<file path="src/rtl/level_meter_pkg.sv">
// level_meter_pkg
// Shared definitions for the audio level meter datapath.
//   state_t    : sequencing states of the per-section level stage
//   amp_width  : amplitude width derived from the sample width
//   mid        : offset-binary midpoint for a given sample width
package level_meter_pkg;

  typedef enum logic [1:0] {
    IDLE   = 2'd0,
    CALC   = 2'd1,
    UPDATE = 2'd2,
    OUT    = 2'd3
  } state_t;

  function automatic int amp_width(input int width);
    return width - 1;
  endfunction

  function automatic int unsigned mid(input int unsigned width);
    return 32'd1 << (width - 1);
  endfunction

endpackage

</file>
<file path="src/rtl/level_amplitude.sv">
// level_amplitude
// Combinational conversion of an offset-binary min/max pair into a section
// amplitude: the larger excursion from the midpoint, saturated to the
// largest value representable in width-1 bits.
// Ports:
//   min_value  in  width    section minimum, offset binary
//   max_value  in  width    section maximum, offset binary
//   amp        out width-1  saturated amplitude
module level_amplitude
  import level_meter_pkg::*;
#(
  parameter int width = 16
) (
  input  logic [width-1:0]            min_value,
  input  logic [width-1:0]            max_value,
  output logic [amp_width(width)-1:0] amp
);

  localparam int AW = amp_width(width);
  localparam logic [width-1:0] MID     = width'(mid(width));
  localparam logic [width-1:0] AMP_MAX = MID - width'(1);

  // Only a full-negative excursion (min == 0) can exceed AMP_MAX.
  function automatic logic [AW-1:0] sat_amp(input logic [width-1:0] v);
    return AW'((v > AMP_MAX) ? AMP_MAX : v);
  endfunction

  logic [width-1:0] pos;
  logic [width-1:0] neg;

  always_comb begin
    pos = '0;
    neg = '0;
    if (max_value > MID) pos = max_value - MID;
    if (min_value < MID) neg = MID - min_value;
    amp = sat_amp((pos > neg) ? pos : neg);
  end

endmodule

</file>
<file path="src/rtl/level_peak_hold.sv">
// level_peak_hold
// Turns each accepted min/max pair into a section amplitude, tracks a peak
// with hold-then-decay ballistics and emits one level record per section.
// Optional clip indicator: define LEVEL_PEAK_HOLD_CLIP_EN to enable it;
// otherwise o_clip is tied low.
// Ports:
//   reset        in   async, active-high
//   clk          in   clock
//   i_valid      in   min/max pair valid
//   i_ready      out  high in IDLE only
//   i_min_value  in   section minimum, offset binary (width)
//   i_max_value  in   section maximum, offset binary (width)
//   o_valid      out  level record valid (OUT state)
//   o_ready      in   downstream accepts record
//   o_level      out  section amplitude (width-1)
//   o_peak       out  held/decayed peak (width-1)
//   o_clip       out  clip indicator
module level_peak_hold
  import level_meter_pkg::*;
#(
  parameter int width         = 16,
  parameter int hold_sections = 32,
  parameter int decay_shift   = 4
) (
  input  logic                        reset,
  input  logic                        clk,
  input  logic                        i_valid,
  output logic                        i_ready,
  input  logic [width-1:0]            i_min_value,
  input  logic [width-1:0]            i_max_value,
  output logic                        o_valid,
  input  logic                        o_ready,
  output logic [amp_width(width)-1:0] o_level,
  output logic [amp_width(width)-1:0] o_peak,
  output logic                        o_clip
);

  localparam int AW     = amp_width(width);
  localparam int HOLD_W = $clog2(hold_sections + 1);
  localparam logic [HOLD_W-1:0] HOLD_LOAD = HOLD_W'(hold_sections);

  state_t state, state_nxt;

  logic [width-1:0]  min_p0;
  logic [width-1:0]  max_p0;
  logic [AW-1:0]     amp_c;
  logic [HOLD_W-1:0] hold_cnt;

  // Step is peak >> decay_shift, floored at 1 so small peaks still reach 0;
  // the result never drops below the current amplitude nor underflows.
  function automatic logic [AW-1:0] decay(input logic [AW-1:0] peak,
                                          input logic [AW-1:0] amp);
    logic [AW-1:0] step;
    logic [AW-1:0] dec;
    step = peak >> decay_shift;
    if (step == '0) step = AW'(1);
    dec = (peak > step) ? (peak - step) : '0;
    return (dec > amp) ? dec : amp;
  endfunction

  level_amplitude #(
    .width(width)
  ) u_level_amplitude (
    .min_value(min_p0),
    .max_value(max_p0),
    .amp      (amp_c)
  );

  assign i_ready = (state == IDLE);
  assign o_valid = (state == OUT);

  always_comb begin
    state_nxt = state;
    case (state)
      IDLE:    if (i_valid) state_nxt = CALC;
      CALC:    state_nxt = UPDATE;
      UPDATE:  state_nxt = OUT;
      OUT:     if (o_ready) state_nxt = IDLE;
      default: state_nxt = IDLE;
    endcase
  end

  // Stage p0: capture the accepted pair
  always_ff @(posedge clk) begin
    if (state == IDLE && i_valid) begin
      min_p0 <= i_min_value;
      max_p0 <= i_max_value;
    end
  end

  // Stage p1 (CALC) registers the amplitude; stage p2 (UPDATE) runs ballistics
  always_ff @(posedge clk or posedge reset) begin
    if (reset) begin
      state    <= IDLE;
      o_level  <= '0;
      o_peak   <= '0;
      hold_cnt <= '0;
    end else begin
      state <= state_nxt;
      if (state == CALC) o_level <= amp_c;
      if (state == UPDATE) begin
        if (o_level >= o_peak) begin
          o_peak   <= o_level;
          hold_cnt <= HOLD_LOAD;
        end else if (hold_cnt != '0) begin
          hold_cnt <= hold_cnt - HOLD_W'(1);
        end else begin
          o_peak <= decay(o_peak, o_level);
        end
      end
    end
  end

`ifdef LEVEL_PEAK_HOLD_CLIP_EN
  logic [HOLD_W-1:0] clip_cnt;
  logic              clip_new;
  logic              clip_now;

  assign clip_now = (max_p0 == '1) || (min_p0 == '0);

  // The UPDATE of the clipping section itself must not consume a hold count,
  // so clip_new marks that section and the countdown starts on the next one.
  always_ff @(posedge clk or posedge reset) begin
    if (reset) begin
      o_clip   <= 1'b0;
      clip_cnt <= '0;
      clip_new <= 1'b0;
    end else if (state == CALC) begin
      clip_new <= clip_now;
      if (clip_now) begin
        o_clip   <= 1'b1;
        clip_cnt <= HOLD_LOAD;
      end
    end else if (state == UPDATE && !clip_new) begin
      if (clip_cnt != '0) clip_cnt <= clip_cnt - HOLD_W'(1);
      else                o_clip   <= 1'b0;
    end
  end
`else
  assign o_clip = 1'b0;
`endif

endmodule

</file>
<file path="config.mk">
export PLATFORM = sky130hd
export DESIGN_NAME = level_peak_hold
export DESIGN_NICKNAME = d
export VERILOG_FILES = /design/src/rtl/level_meter_pkg.sv /design/src/rtl/level_amplitude.sv /design/src/rtl/level_peak_hold.sv
export SDC_FILE = /design/constraint.sdc
export NUM_CORES = 1
export LEC_CHECK = 0
export ABC_CLOCK_PERIOD_IN_PS = 7900
export CAP_MARGIN = 10
export CORE_MARGIN = 3
export CORE_UTILIZATION = 35
export DETAILED_ROUTE_END_ITERATION = 16
export GPL_TIMING_DRIVEN = 0
export PLACE_DENSITY_LB_ADDON = 0.12
export SKIP_CTS_REPAIR_TIMING = 1
export SYNTH_ARGS = -nofsm -noshare
export SYNTH_HDL_FRONTEND = slang
export SYNTH_SLANG_ARGS = --single-unit
</file>
<file path="constraint.sdc">
create_clock -name clk -period 7.9 [get_ports clk]
set_input_delay 2.37 -clock clk [delete_from_list [all_inputs] [get_ports clk]]
set_output_delay 2.37 -clock clk [all_outputs]
set_load 0.01 [all_outputs]
</file>
* Word-level counts from Yosys, hierarchy flattened
Index checks and enable logic that the tools add are counted.
** Cells by class
- Reductions and logical operators :: 8
- $lt $le $gt $ge :: 7
- Multiplexer cells :: 17
- Equal/unequal tests :: 6
- Add/subtract/negate cells :: 4
** Operator list (number)
- $mux W15 :: 8
- $mux W16 :: 3
- $gt A15 B15 Y1 :: 2
- $gt A16 B15 Y1 const B :: 1
- $gt A16 B16 Y1 :: 1
- $gt A16 B16 Y1 const B :: 1
- $lt A16 B16 Y1 const B :: 1
- $sub A16 B16 Y16 const A :: 1
- $sub A16 B16 Y16 const B :: 1
- $ge A15 B15 Y1 :: 1
- $logic_not A15 Y1 :: 1
- $sub A15 B15 Y15 :: 1
- $mux W6 :: 2
- $mux W11 :: 1
- $pmux W2 S4 :: 1
- $reduce_and A2 Y1 :: 3
- $reduce_bool A6 Y1 :: 1
- $sub A6 B1 Y6 const B :: 1
- $eq A2 B2 Y1 const B :: 2
- $mux W2 :: 2
- $ne A2 B2 Y1 const B :: 2
- $eq A2 B1 Y1 const B :: 1
- $logic_not A2 Y1 :: 1
- $ne A2 B1 Y1 const B :: 1
- other kinds (2) :: 2
** Storage, ports and cells
- Word-level logic and storage cells :: 48
- Flip-flop bits (word level) :: 70
- Output and inout port bits :: 33
- Input bits :: 36

* Depth between registers and ports, before layout
- Depth in word-level cells :: 11
- Gate-level depth with buffers :: 23
- Depth with buffers taken out :: 21

* Cells and area by module
A second synthesis with hierarchy kept.
** Unflattened totals
- Cell total of the unflattened synthesis :: 613
- Area, all modules :: 5584.1 sq um
** Modules (own cells, without submodules)
- level_peak_hold :: sequential area each 1911.8 sq um, area each 4476.8 sq um, cells an instance 449, times used 1
- level_amplitude :: sequential area each 0.0 sq um, area each 1107.3 sq um, cells an instance 164, times used 1

* Worst setup path after synthesis
Ideal clock, no wire load.
- Path type :: reg-to-reg
- Start point :: register o_peak[11]
- End point :: register o_peak[9]
- Library setup time :: 82 ps
- Cell stages (with the launch flop) :: 24
- Data required time :: 7818 ps
- Arrival time :: 4583 ps
- Path slack :: 3236 ps
- Clock period less this slack :: 4664 ps
- Buffers on the path :: 2
- Cell sequence :: dfrtp_1 -> clkbuf_1 -> nor2_1 -> nand3_1 -> o41ai_1 -> ha_1 -> inv_1 -> fa_1 -> a21o_1 -> a21oi_1 -> nor2b_1 -> o32ai_1 -> nor3_1 -> o31ai_1 -> inv_1 -> ha_1 -> nand4_1 -> o21ai_0 -> o221a_2 -> o31ai_1 -> or2_1 -> buf_6 -> or3_1 -> a31oi_1
** Between the ends
- Word-level cells in the longest chain between the ends :: 11
- Elaborated cells on any way between the ends :: 15
- Classes of those cells :: add/sub: 1; order compare: 3; eq/ne: 1; mux: 8; reduce/logical: 2
** Ends and longest elaborated chain
- start, declared :: line level_peak_hold.sv:34 : output logic [amp_width(width)-1:0] o_peak,
- start signal, assigned :: line level_peak_hold.sv:103 : o_peak <= o_level;
- start signal, assigned :: line level_peak_hold.sv:108 : o_peak <= decay(o_peak, o_level);
- $logic_not A15 Y1 :: line level_peak_hold.sv:56 : if (step == '0) step = AW'(1);
- $mux W11 :: line level_peak_hold.sv:56
- $mux W15 :: line level_peak_hold.sv:105 : end else if (hold_cnt != '0) begin
- $mux W15 :: line level_peak_hold.sv:102 : if (o_level >= o_peak) begin
- $mux W15 :: line level_peak_hold.sv:101 : if (state == UPDATE) begin
- $sub A15 B15 Y15 / $gt A15 B15 Y1 (equally long branches) :: line level_peak_hold.sv:57 : dec = (peak > step) ? (peak - step) : '0;
- $mux W15 :: line level_peak_hold.sv:57
- $gt A15 B15 Y1 :: line level_peak_hold.sv:58 : return (dec > amp) ? dec : amp;
- $mux W15 :: line level_peak_hold.sv:58
- $mux W15 :: line level_peak_hold.sv:105
- $mux W15 :: line level_peak_hold.sv:102
Parallel ways exist; a longest one is shown, timed or not. The select of a mux whose other input is x is not followed.
A chain may end at the register's enable or synchronous reset.

* Final worst setup path
- Start point :: register o_peak[11]
- End point :: register o_peak[12]
Same word-level chain as after synthesis.

==> results summary <==
The flow ran to the end, and the final reports show no timing, DRC or antenna violations. The count of final setup violators came out at 0. The total number of yosys warnings is 0. The number of top-level design ports is 69. The number of DRC markers after the initial detailed-route iteration came out at 222. The number of synthesized flops with an enable pin is 32. The worst register-to-register path begins at o_peak[11]$_DFFE_PP0P_.

The total global routing overflow is 0. The maximum ir drop on the vdd rail is 178 µV. In the synthesized netlist the dominant register cell turns out to be dfrtp_1. At the worst endpoint, the arrival time is 6.10 ns.

The number of storage elements in the synthesis netlist came out at 70. The final clock skew came out at 0.0100 ns. The post-synthesis average cell area came out at 9.06 µm². Counting the buffers created by CTS gives 9. The length in cells of the worst reg-to-reg path is 23. The antenna cell count came out at 0.

The biggest area contributor in the post-synthesis netlist is edfxtp_1. TritonCTS built the clock tree. The worst hold path startpoint is hold_cnt[4]$_DFFE_PP0P_. The average detailed-routed wire length per instance is 15.8 µm.

Row generation in the floorplan step produced 44 rows. The number of max-capacitance violations reported came out at 0. Of all flip-flops after synthesis, the portion carrying an async set or reset was 0.543.

The critical path is of the reg -> reg type. The headroom to the max-slew limit came out at 0.456. The sequential fraction of the synthesis area came out at 0.361. The final cell count without fillers is 853. The path class of the tightest hold or removal check is reg -> reg. The worst-margin pin slew is 0.815 ns. The capturing point of the worst reg2reg path is o_peak[12]$_DFFE_PP0P_.

Counting the fill cells in the layout gives 1455. The wire-length estimate of the detail-placed layout is 11.1 mm. Summing every instance area after synthesis gives 5290 µm². The worst setup path is launched from a flop. The number of failing hold endpoints at the final stage is 0. The number of search-and-repair iterations in the first detailed-routing pass came out at 4.

The die outline width is 129 µm. The global-route wire length before repair came out at 21.8 mm. The number of global-route vias before repair is 4370. The overall die area is 16600 µm². CTS built an H-tree with a depth of 3. The share of post-route cells with drive strength above 1 came out at 0.0583.

The number of distinct standard cells referenced by the synthesized netlist came out at 66. The cell count after synthesis came out at 584. The area fraction in and, or, nand and nor cells after synthesis is 0.175. Based on the critical path, the design can be clocked at up to 169 MHz.

The data required time at the worst endpoint is 8.09 ns. The number of stages on the worst hold path came out at 1. The routed via count is 4430. The multiplexer fraction of the synthesized cell area came out at 0.0428. The number of clock sinks came out at 70. In this design, the stage delay of the slowest critical-path cell is 0.45 ns.

By area the synthesized netlist is led by edfxtp_1 18%, dfrtp_1 18%, ha_1 15%. The clock passes through at most 2 buffers. The post-detailed-routing wire length came out at 13.5 mm. The top cell type's share of synthesized area came out at 0.182. The post-synthesis adder-cell area fraction came out at 0.157.

The count of unresolved DRC violations after routing came out at 0. The clock reaches the later pin of the worst-skew pair after 0.33 ns. Of the total synthesized cell area, the portion taken by XOR and XNOR cells is 0.0298. The placed instance count is 837. The initial antenna violation count is 0. Setup repair after global routing left no endpoint under its margin. Along the worst path, the maximum fanout reaches 9.

The compound-cell area share of the yosys netlist is 0.169. The register-to-register setup slack came out at 1.99 ns. After synthesis, the largest family of logic cells by area is simple AND/OR/NAND/NOR gates. The analysis attributes to cell leakage a power of 2.92 nW. The total number of nets in the final design came out at 766. The routed design could run at a clock period as short as 5.91 ns. The aggregate global-route resource usage came out at 0.167. The floorplan step set the die height to 129 µm. The clock transition at the registers of the reported paths is 0.06 ns.

The pin count of the biggest net entering global routing came out at 39. The number of buffers added on ports came out at 67. Clock tree synthesis selected as its root buffer the cell clkbuf_16. The final antenna-violating net count came out at 0. The final RePlAce weighted congestion is 0.868.

Compared with the post-synthesis result, the final layout area differs by 23.2%. The final core area utilization came out at 0.445. The placeable core region is 14600 µm².

The path with the worst hold slack has its endpoint at hold_cnt[4]$_DFFE_PP0P_. The worst setup path is captured at a flop. The total count of max-transition violations in the final report is 0. The cell area power density is 485 nW/µm². For this configuration, the core starts out at a cell density of 0.361. Traced cell by cell, the critical path runs through clkbuf_1 > nor2_1 > nand3_1 > o41ai_1 > ha_1 > inv_1 > fa_1 > a21o_1 > a21oi_1 > nor2b_1 > o32ai_1 > nor3_1 > o31ai_1 > inv_1 > ha_1 > nand4_1 > o21ai_0 > o221a_2 > o31ai_1 > nor2_1 > and2_1 > clkbuf_1 > a21oi_1. For this design, the slowest cell found on the critical path is o41ai_1. The part of the cycle the worst path needs came out at 0.748. Using the TritonRoute via totals, the vias-per-cell ratio works out to 5.19. Setup total negative slack on the finished layout was measured at 0 ns.
sequential cells by signal, indices dropped and copies added (netlist names):
| signal | count |
|---|---|
| o_peak | 15 |
| state | 2 |
| min_p0 | 16 |
| hold_cnt | 6 |
| max_p0 | 16 |
| o_level | 15 |
critical path, delay by kind of cell (launching register included):
family	cells	cell delay (ns)
compound gates	9	2.44
simple gates	7	1.24
fa+ha+maj	3	0.98
buf+inv	4	0.74
flops	1	0.37
placed cells by master (no fill, tap or decap), types with 10 or more instances in the layout:
cell,n
clkbuf_16,10
nor2_1,42
a31oi_1,10
and2_1,10
clkdlybuf4s50_1,67
edfxtp_1,32
a21oi_1,30
a21o_1,12
ha_1,65
inv_1,67
mux2i_1,17
clkbuf_1,13
dfrtp_1,38
nand2_1,64
o21ai_0,22
xnor2_1,14
how the worst max path moves through the flow:
stage                     slack (ns)                      to  cells past startpoint                   start
after CTS                       1.95  o_peak[12]$_DFFE_PP0P_                     23  o_peak[11]$_DFFE_PP0P_
after global placement          2.01  o_peak[11]$_DFFE_PP0P_                     23  o_peak[11]$_DFFE_PP0P_
after detailed placement        1.98  o_peak[12]$_DFFE_PP0P_                     23  o_peak[11]$_DFFE_PP0P_
final                           1.99  o_peak[12]$_DFFE_PP0P_                     23  o_peak[11]$_DFFE_PP0P_
after floorplan                 3.24   o_peak[9]$_DFFE_PP0P_                     23  o_peak[11]$_DFFE_PP0P_
after global routing            1.50  o_peak[13]$_DFFE_PP0P_                     23  o_peak[11]$_DFFE_PP0P_
cells in the mapped netlist (all sizes together) (3+ instances only):
cell	n
o21ai	25
nor2b	7
nand2	64
nand3	8
xor2	4
mux2i	17
a21o	12
o31ai	4
or4	3
a21boi	3
dfrtp	38
mux2	5
nand4	8
buf	6
o2bb2ai	3
nor3	8
a21oi	30
xnor2	14
nor4	10
a211oi	5
a31oi	10
nand2b	3
nor2	42
and3	5
nand3b	6
inv	68
a41oi	3
o22ai	9
and2	10
or2	6
clkbuf	12
edfxtp	32
o21a	6
o2111ai	3
ha	65
final cells by class:
cell class / count / area (µm²) / area share
Buffer: 18 / 82.6 / 0.0127
Clock buffer: 13 / 282 / 0.0432
Clock inverter: 3 / 15.0 / 0.00230
Inverter: 68 / 255 / 0.0391
Multi-Input combinational cell: 429 / 3050 / 0.467
Sequential cell: 70 / 1910 / 0.293
Tap cell: 184 / 230 / 0.0353
Timing Repair Buffer: 68 / 698 / 0.107
routing by layer:
metal  global-route usage  wire length (µm)  vias to the layer above
li1                     -                 -                     2254
met1                0.208              5950                     2064
met2                0.290              6670                       89
met3               0.0228               507                       23
met4               0.0692               389                        0
met5                    0                 0                        -
where the power goes:
group | total [W] | leakage (nW) | internal, W | switching (W)
combinational | 0.00210 | 2.01 | 0.000909 | 0.00119
clock | 0.000395 | 0.151 | 0.000247 | 0.000148
sequential | 0.000669 | 0.759 | 0.000516 | 0.000152
total | 0.00316 | 2.92 | 0.00167 | 0.00149
through the flow:
step	setup WS [ns]	total power [W]	hold slack [ns]	instance area, µm²
2_1_floorplan	3.24	0.00211	0.471	5300
3_3_place_gp	2.01	0.00271	0.499	6200
3_5_place_dp	1.98	0.00278	0.508	6220
4_1_cts	1.95	0.00319	0.518	6520
5_1_grt	1.50	0.00348	0.551	6520
6_report	1.99	0.00316	0.519	6520
logic make-up after synthesis:
logic type                 after synthesis
other                                    1
DFF                                     70
AOI/OAI and AO/OA                      133
buffers and inverters                   86
adders and majority gates               66
and+or+nand+nor                        188
muxes                                   22
xor gates and xnor gates                18
No activity file was read; power rests on OpenSTA's default activity.
